<file path="src/rtl/fifo_sync_pkg.sv">
// Purpose: shared defaults and pointer-wrap helper for the synchronous FIFO.
// Ports: none (package).
package fifo_sync_pkg;

    localparam int unsigned DEF_WIDTH = 8;
    localparam int unsigned DEF_DEPTH = 4;

    // Advance a circular index; depth need not be a power of two.
    function automatic int unsigned next_idx(input int unsigned idx, input int unsigned depth);
        return (idx == depth - 1) ? 0 : idx + 1;
    endfunction

endpackage

</file>
<file path="src/rtl/fifo_sync_if.sv">
// Purpose: write/read handshake bundle of the synchronous FIFO.
// Ports (signals):
//   i_wr_dv/i_wr_data   producer write request and data
//   i_af_level          almost-full threshold
//   o_af_flag/o_full    fill-level flags
//   i_rd_en             consumer read request
//   i_ae_level          almost-empty threshold
//   o_ae_flag/o_empty   drain-level flags
//   o_rd_dv/o_rd_data   read data pulse and word
//   o_overflow/o_underflow  rejected-request pulses
// Modports: slave = FIFO side, master = producer/consumer side.
interface fifo_sync_if #(
    parameter int unsigned WIDTH = 8,
    parameter int unsigned DEPTH = 4
);
    localparam int unsigned CNT_W = $clog2(DEPTH + 1);

    logic             i_wr_dv;
    logic [WIDTH-1:0] i_wr_data;
    logic [CNT_W-1:0] i_af_level;
    logic             o_af_flag;
    logic             o_full;
    logic             i_rd_en;
    logic [CNT_W-1:0] i_ae_level;
    logic             o_ae_flag;
    logic             o_empty;
    logic             o_rd_dv;
    logic [WIDTH-1:0] o_rd_data;
    logic             o_overflow;
    logic             o_underflow;

    modport slave (
        input  i_wr_dv, i_wr_data, i_af_level, i_rd_en, i_ae_level,
        output o_af_flag, o_full, o_ae_flag, o_empty, o_rd_dv, o_rd_data,
               o_overflow, o_underflow
    );

    modport master (
        output i_wr_dv, i_wr_data, i_af_level, i_rd_en, i_ae_level,
        input  o_af_flag, o_full, o_ae_flag, o_empty, o_rd_dv, o_rd_data,
               o_overflow, o_underflow
    );

endinterface

</file>
<file path="src/rtl/RAM_2Port.sv">
// Purpose: simple dual-port RAM, one write port and one registered read port.
// Ports:
//   i_wr_clk, i_wr_addr, i_wr_dv, i_wr_data   write side
//   i_rd_clk, i_rd_rst_l                      read clock and output-register reset
//   i_rd_addr, i_rd_en                        read request
//   o_rd_dv, o_rd_data                        read result, one cycle after request
// The storage array itself is never reset.
module RAM_2Port #(
    parameter int unsigned WIDTH = 8,
    parameter int unsigned DEPTH = 4
) (
    input  logic                     i_wr_clk,
    input  logic [$clog2(DEPTH)-1:0] i_wr_addr,
    input  logic                     i_wr_dv,
    input  logic [WIDTH-1:0]         i_wr_data,
    input  logic                     i_rd_clk,
    input  logic                     i_rd_rst_l,
    input  logic [$clog2(DEPTH)-1:0] i_rd_addr,
    input  logic                     i_rd_en,
    output logic                     o_rd_dv,
    output logic [WIDTH-1:0]         o_rd_data
);

    logic [WIDTH-1:0] r_mem [DEPTH];

    // Write port.
    always_ff @(posedge i_wr_clk) begin
        if (i_wr_dv) begin
            r_mem[i_wr_addr] <= i_wr_data;
        end
    end

    // Registered read port; data holds between reads.
    always_ff @(posedge i_rd_clk or negedge i_rd_rst_l) begin
        if (!i_rd_rst_l) begin
            o_rd_dv   <= 1'b0;
            o_rd_data <= '0;
        end else begin
            o_rd_dv <= i_rd_en;
            if (i_rd_en) begin
                o_rd_data <= r_mem[i_rd_addr];
            end
        end
    end

endmodule

</file>
<file path="src/rtl/fifo_sync.sv">
// Purpose: single-clock FIFO wrapping RAM_2Port with pointers, fill count,
//          full/empty/almost flags and overflow/underflow pulses.
// Ports:
//   i_clk    clock (both RAM ports)
//   i_rst_l  asynchronous active-low reset
//   bus      fifo_sync_if.slave: write/read handshake, thresholds, flags, data
module fifo_sync
    import fifo_sync_pkg::*;
#(
    parameter int unsigned WIDTH = DEF_WIDTH,
    parameter int unsigned DEPTH = DEF_DEPTH
) (
    input logic        i_clk,
    input logic        i_rst_l,
    fifo_sync_if.slave bus
);

    localparam int unsigned PTR_W = $clog2(DEPTH);
    localparam int unsigned CNT_W = $clog2(DEPTH + 1);

    logic [PTR_W-1:0] r_wr_ptr;
    logic [PTR_W-1:0] r_rd_ptr;
    logic [CNT_W-1:0] r_count;
    logic             r_full;
    logic             r_empty;
    logic             r_rd_acc;
    logic             r_overflow;
    logic             r_underflow;

    logic             w_wr_acc;
    logic             w_rd_acc;
    logic [CNT_W-1:0] w_count_nxt;
    logic             w_ram_rd_dv;
    logic [WIDTH-1:0] w_ram_rd_data;

    // Acceptance uses the flags of the current cycle.
    assign w_wr_acc = bus.i_wr_dv & ~r_full;
    assign w_rd_acc = bus.i_rd_en & ~r_empty;

    // Next fill count.
    always_comb begin
        w_count_nxt = r_count;
        unique case ({w_wr_acc, w_rd_acc})
            2'b10:   w_count_nxt = r_count + CNT_W'(1);
            2'b01:   w_count_nxt = r_count - CNT_W'(1);
            default: w_count_nxt = r_count;
        endcase
    end

    // Pointers, count, full/empty and reject pulses.
    always_ff @(posedge i_clk or negedge i_rst_l) begin
        if (!i_rst_l) begin
            r_wr_ptr    <= '0;
            r_rd_ptr    <= '0;
            r_count     <= '0;
            r_full      <= 1'b0;
            r_empty     <= 1'b1;
            r_rd_acc    <= 1'b0;
            r_overflow  <= 1'b0;
            r_underflow <= 1'b0;
        end else begin
            if (w_wr_acc) begin
                r_wr_ptr <= PTR_W'(next_idx(32'(r_wr_ptr), DEPTH));
            end
            if (w_rd_acc) begin
                r_rd_ptr <= PTR_W'(next_idx(32'(r_rd_ptr), DEPTH));
            end
            r_count     <= w_count_nxt;
            r_full      <= (w_count_nxt == CNT_W'(DEPTH));
            r_empty     <= (w_count_nxt == '0);
            r_rd_acc    <= w_rd_acc;
            r_overflow  <= bus.i_wr_dv & r_full;
            r_underflow <= bus.i_rd_en & r_empty;
        end
    end

    RAM_2Port #(
        .WIDTH (WIDTH),
        .DEPTH (DEPTH)
    ) u_ram (
        .i_wr_clk   (i_clk),
        .i_wr_addr  (r_wr_ptr),
        .i_wr_dv    (w_wr_acc),
        .i_wr_data  (bus.i_wr_data),
        .i_rd_clk   (i_clk),
        .i_rd_rst_l (i_rst_l),
        .i_rd_addr  (r_rd_ptr),
        .i_rd_en    (w_rd_acc),
        .o_rd_dv    (w_ram_rd_dv),
        .o_rd_data  (w_ram_rd_data)
    );

    // Almost flags depend only on the count register and static thresholds.
    assign bus.o_af_flag   = (r_count >= bus.i_af_level);
    assign bus.o_ae_flag   = (r_count <= bus.i_ae_level);
    assign bus.o_full      = r_full;
    assign bus.o_empty     = r_empty;
    assign bus.o_rd_dv     = w_ram_rd_dv & r_rd_acc;
    assign bus.o_rd_data   = w_ram_rd_data;
    assign bus.o_overflow  = r_overflow;
    assign bus.o_underflow = r_underflow;

endmodule

</file>
<file path="src/flat_wrapper.sv">
// flat-port wrapper written by rule: the top's interface ports become plain ports
module fifo_sync_flat import fifo_sync_pkg::*;
#(
    parameter int unsigned WIDTH = DEF_WIDTH,
    parameter int unsigned DEPTH = DEF_DEPTH
)
  (i_clk, i_rst_l, bus_i_wr_dv, bus_i_wr_data, bus_i_af_level, bus_i_rd_en, bus_i_ae_level, bus_o_af_flag, bus_o_full, bus_o_ae_flag, bus_o_empty, bus_o_rd_dv, bus_o_rd_data, bus_o_overflow, bus_o_underflow);
  fifo_sync_if #(.WIDTH(WIDTH), .DEPTH(DEPTH)) bus_i ();
  input logic i_clk;
  input logic i_rst_l;
  input wire logic [$bits(bus_i.i_wr_dv)-1:0] bus_i_wr_dv;
  input wire logic [$bits(bus_i.i_wr_data)-1:0] bus_i_wr_data;
  input wire logic [$bits(bus_i.i_af_level)-1:0] bus_i_af_level;
  input wire logic [$bits(bus_i.i_rd_en)-1:0] bus_i_rd_en;
  input wire logic [$bits(bus_i.i_ae_level)-1:0] bus_i_ae_level;
  output wire logic [$bits(bus_i.o_af_flag)-1:0] bus_o_af_flag;
  output wire logic [$bits(bus_i.o_full)-1:0] bus_o_full;
  output wire logic [$bits(bus_i.o_ae_flag)-1:0] bus_o_ae_flag;
  output wire logic [$bits(bus_i.o_empty)-1:0] bus_o_empty;
  output wire logic [$bits(bus_i.o_rd_dv)-1:0] bus_o_rd_dv;
  output wire logic [$bits(bus_i.o_rd_data)-1:0] bus_o_rd_data;
  output wire logic [$bits(bus_i.o_overflow)-1:0] bus_o_overflow;
  output wire logic [$bits(bus_i.o_underflow)-1:0] bus_o_underflow;
  assign bus_i.i_wr_dv = bus_i_wr_dv;
  assign bus_i.i_wr_data = bus_i_wr_data;
  assign bus_i.i_af_level = bus_i_af_level;
  assign bus_i.i_rd_en = bus_i_rd_en;
  assign bus_i.i_ae_level = bus_i_ae_level;
  assign bus_o_af_flag = bus_i.o_af_flag;
  assign bus_o_full = bus_i.o_full;
  assign bus_o_ae_flag = bus_i.o_ae_flag;
  assign bus_o_empty = bus_i.o_empty;
  assign bus_o_rd_dv = bus_i.o_rd_dv;
  assign bus_o_rd_data = bus_i.o_rd_data;
  assign bus_o_overflow = bus_i.o_overflow;
  assign bus_o_underflow = bus_i.o_underflow;
  fifo_sync #(.WIDTH(WIDTH), .DEPTH(DEPTH)) u_core (.i_clk(i_clk), .i_rst_l(i_rst_l), .bus(bus_i));
endmodule
</file>
<file path="config.mk">
export PLATFORM = sky130hd
export DESIGN_NAME = fifo_sync_flat
export DESIGN_NICKNAME = d
export VERILOG_FILES = /design/src/rtl/fifo_sync_pkg.sv /design/src/rtl/fifo_sync_if.sv /design/src/rtl/RAM_2Port.sv /design/src/rtl/fifo_sync.sv /design/src/flat_wrapper.sv
export SDC_FILE = /design/constraint.sdc
export NUM_CORES = 1
export LEC_CHECK = 0
export ABC_CLOCK_PERIOD_IN_PS = 3000
export CAP_MARGIN = 15
export CORE_MARGIN = 2
export CORE_UTILIZATION = 57
export CTS_CLUSTER_DIAMETER = 40
export DETAILED_ROUTE_END_ITERATION = 7
export PLACE_DENSITY_LB_ADDON = 0.05
export SETUP_SLACK_MARGIN = 0.15
export SLEW_MARGIN = 30
export SYNTH_ARGS = -nofsm -noshare
export SYNTH_HDL_FRONTEND = slang
export SYNTH_SLANG_ARGS = --single-unit
</file>
<file path="constraint.sdc">
create_clock -name i_clk -period 3 [get_ports i_clk]
set_input_delay 0.3 -clock i_clk [delete_from_list [all_inputs] [get_ports i_clk]]
set_output_delay 0.3 -clock i_clk [all_outputs]
set_load 0.02 [all_outputs]
</file>
==> results.yml <==
outcome:
  status: "completed"
power_and_ir_drop:
  ir_worst_vdd_uv: 447.0
  cellLeakagePower_nw: 1.089
  total_power_w: 0.002425
  p_per_area_mw_per_mm2: 905.2
placed_design:
  finalWeightedCongestion: 0.7162
  dpl_worst_slack_ps: 453.6
  dp_hpwl_um: 2622
  port_buffers: 32
  placed_cell_area_mm2: 0.002577
synth:
  synth-edff-count: 32
  yosysWarnings: 0
  synth_top_family_by_area: "multiplexers"
  syn_area_per_cell_um2: 14.70
  syn-cell-area_mm2: 0.002235
  ys_ff_latch: 52
  ys_seq_area_share_pct: 65.45
  synth_fp_nets: 183
  synth-xor-area-share_pct: 1.904
  synthSimpleGateAreaFrac_pct: 7.335
  synth_mux_area_share_pct: 7.671
  synth-async-reset-ratio_pct: 38.46
  synthAdderAreaFrac_pct: 7.615
  synth_cell_types: 30
  synth-main-ff-cell: "edfxtp_1"
  synth_compound_area_share_pct: 6.327
  postSynthCellCount: 152
route:
  routed.top_layer: "met4"
  routed-wl-met2_um: 1927
  dr.pass1.iters: 4
  drc_errors: 0
  m1WireLength_um: 1472
  wl_met3_um: 154
  via_count: 1262
  drt-total-wl_um: 3631
  drtIter0Drc: 52
  ant_nets: 0
  wl_per_cell_um: 15.39
  avgViaCountPerCell: 5.347
clock_tree:
  cts_resized: 0
  clockBufferDepth: 2
  cts_sinks: 52
  clkTransAtPathRegs_ps: 100
  cts_buffers: 5
  insertion_delay_ps: 300
  cts-root-buf: "clkbuf_8"
  htree_levels: 2
  cts_tree: "built"
critical_path:
  path_buf_inv: 3
  cp_slowest_cell: "clkdlybuf4s50_1"
  cpPeakStageDelay_ps: 640
  cp.arrival_ps: 2210
  crit_fanout: 2
  crit_chain: "clkdlybuf4s50_1 -> inv_1 -> ha_1 -> nor2b_1 -> o21a_1 -> o21ai_0 -> clkdlybuf4s50_1"
  critPathMostFrequentCell: "clkdlybuf4s50_1"
  cp-end-kind: "output port"
  cp_top_family: "buffers and inverters"
  cp.required_ps: 2700
  critPathLaunchType: "primary input"
  critPathKind: "in2out"
hold_path:
  hold_class: "in2async"
grt:
  gr-total-overflow: 0
  grt_max_degree: 21
  grt_pass1_wl_um: 6161
  grt_usage_pct: 19.59
  grt_pass1_vias: 1348
  grt_antenna_before_repair: 0
sta:
  worst_pin_slew_ps: 895.0
  slew_headroom_pct: 40.33
  fin_setup_tns_ps: 0
  clock_skew_ps: 7.026
  rsz0062_at_grt: "no"
  final_hold_viol_count: 0
  fmax_ghz: 0.3981
  fin_ws_ps: 488.1
  fin_crit_sh_pct: 83.73
  final_max_slew_viol_count: 0
  setup_viol: 0
  post-route-min-period_ps: 2512
final_layout:
  fin_area_mm2: 0.002679
  n_antenna_cell: 0
  nets: 218
  syn2layout_area_growth_pct: 19.88
  final_layout_size_suffix_gt1_share_pct: 8.511
floorplanning:
  fp.dieW_um: 66.62
  core_mm2: 0.003716
  die_area_mm2: 0.004438
  start_util_pct: 60.13
  rows: 22
  io_pins: 33
  die_h_um: 66.62
run:
  cap_violations: 0
-- layout make-up --
type,count,area [µm²]
Multi-Input combinational cell,84,689.4
Clock inverter,3,27.53
Clock buffer,5,68.82
Timing Repair Buffer,34,332.8
Inverter,10,37.54
Fill cell,264,1037
Tap cell,48,60.06
Sequential cell,52,1463
-- power breakdown --
| part | switching (W) | total (W) | internal, W |
|---|---|---|---|
| registers | 0.000168 | 0.00113 | 0.000963 |
| clock network | 0.000231 | 0.000402 | 0.000171 |
| logic | 0.000443 | 0.000891 | 0.000449 |
| total | 0.000842 | 0.00242 | 0.00158 |
-- flip-flops by register name, indices dropped and copies added (netlist names) --
name,cells
u_core.r_rd_ptr,2
u_core.r_count,3
u_core.bus.o_empty,1
u_core.bus.o_underflow,1
u_core.u_ram.o_rd_data,8
u_core.u_ram.r_mem,32
u_core.r_rd_acc,1
u_core.bus.o_overflow,1
u_core.r_wr_ptr,2
u_core.bus.o_full,1
-- layout by cell type, fill, tap and decap left out, drive strengths merged, types with 3 or more instances in the layout --
cell type,netlist,final
edfxtp,32,32
mux2i,16,16
o21ai,3,3
ha,12,12
and2,6,6
o221ai,8,8
clkdlybuf4s50,0,31
a21o,3,3
nand2b,4,4
inv,10,11
clkbuf,1,5
dfrtp,19,19
nand2,15,15
xnor2,3,3
nor2,4,4
-- Yosys cell counts (4+ instances only) --
cell type | number | share of area [%]
edfxtp_1 | 32 | 43
dfrtp_1 | 19 | 21
mux2i_1 | 16 | 7.2
nand2_1 | 15 | 2.5
ha_1 | 12 | 6.7
inv_1 | 9 | 1.5
o221ai_1 | 8 | 3.1
and2_1 | 6 | 1.7
nor2_1 | 4 | 0.67
-- kinds of logic (layout without fill, tap and decap cells) --
kind of cell             after synthesis  count (layout)
AND/OR/NAND/NOR                       33              33
flip-flops                            52              52
buffers and inverters                 16              52
adder cells (fa/ha/maj)               13              13
multiplexers                          17              17
AO/OA/AOI/OAI                         17              17
XOR/XNOR                               4               4
-- layer usage --
metal | track usage, % | vias up
met2 | 34.75 | 29
met3 | 4.730 | 9
met1 | 23.04 | 610
met4 | 7.143 | 0
li1 | - | 614
met5 | 0 | -
-- worst paths after layout --
| path | slack [ps] | end | from | cells after the start |
|---|---|---|---|---|
| worst max-delay path | 490 | bus_o_ae_flag | bus_i_ae_level[1] | 7 |
| worst min-delay path | 470 | u_core.u_ram.o_rd_data[2]$_DFFE_PN0P_ | i_rst_l | 2 |
| worst max register to register | 750 | u_core.bus.o_empty$_DFF_PN1_ | u_core.bus.o_empty$_DFF_PN1_ | 7 |
| worst min register to register | 500 | u_core.u_ram.o_rd_data[1]$_DFFE_PN0P_ | u_core.u_ram.o_rd_data[1]$_DFFE_PN0P_ | 2 |
| max in group asynchronous | 2190 | u_core.bus.o_empty$_DFF_PN1_ | i_rst_l | 2 |
| min in group i_clk | 500 | u_core.u_ram.o_rd_data[1]$_DFFE_PN0P_ | u_core.u_ram.o_rd_data[1]$_DFFE_PN0P_ | 2 |
-- through the flow --
step / hold slack [ps] / instances / utilization (%)
2_1_floorplan: 4.409 / 152 / -
3_3_place_gp: 474.0 / 227 / 69.36
3_5_place_dp: 485.4 / 227 / 69.36
4_1_cts: 507.8 / 235 / 71.95
5_1_grt: 513.3 / 236 / 72.09
6_report: 469.7 / 236 / 72.09
-- what timing repair did --
item	4_1_cts	5_1_grt
buffers inserted	0	0
endpoints found under the hold margin	0	19
hold buffers	0	1
Note: power is estimated with default switching activity, not from simulation.
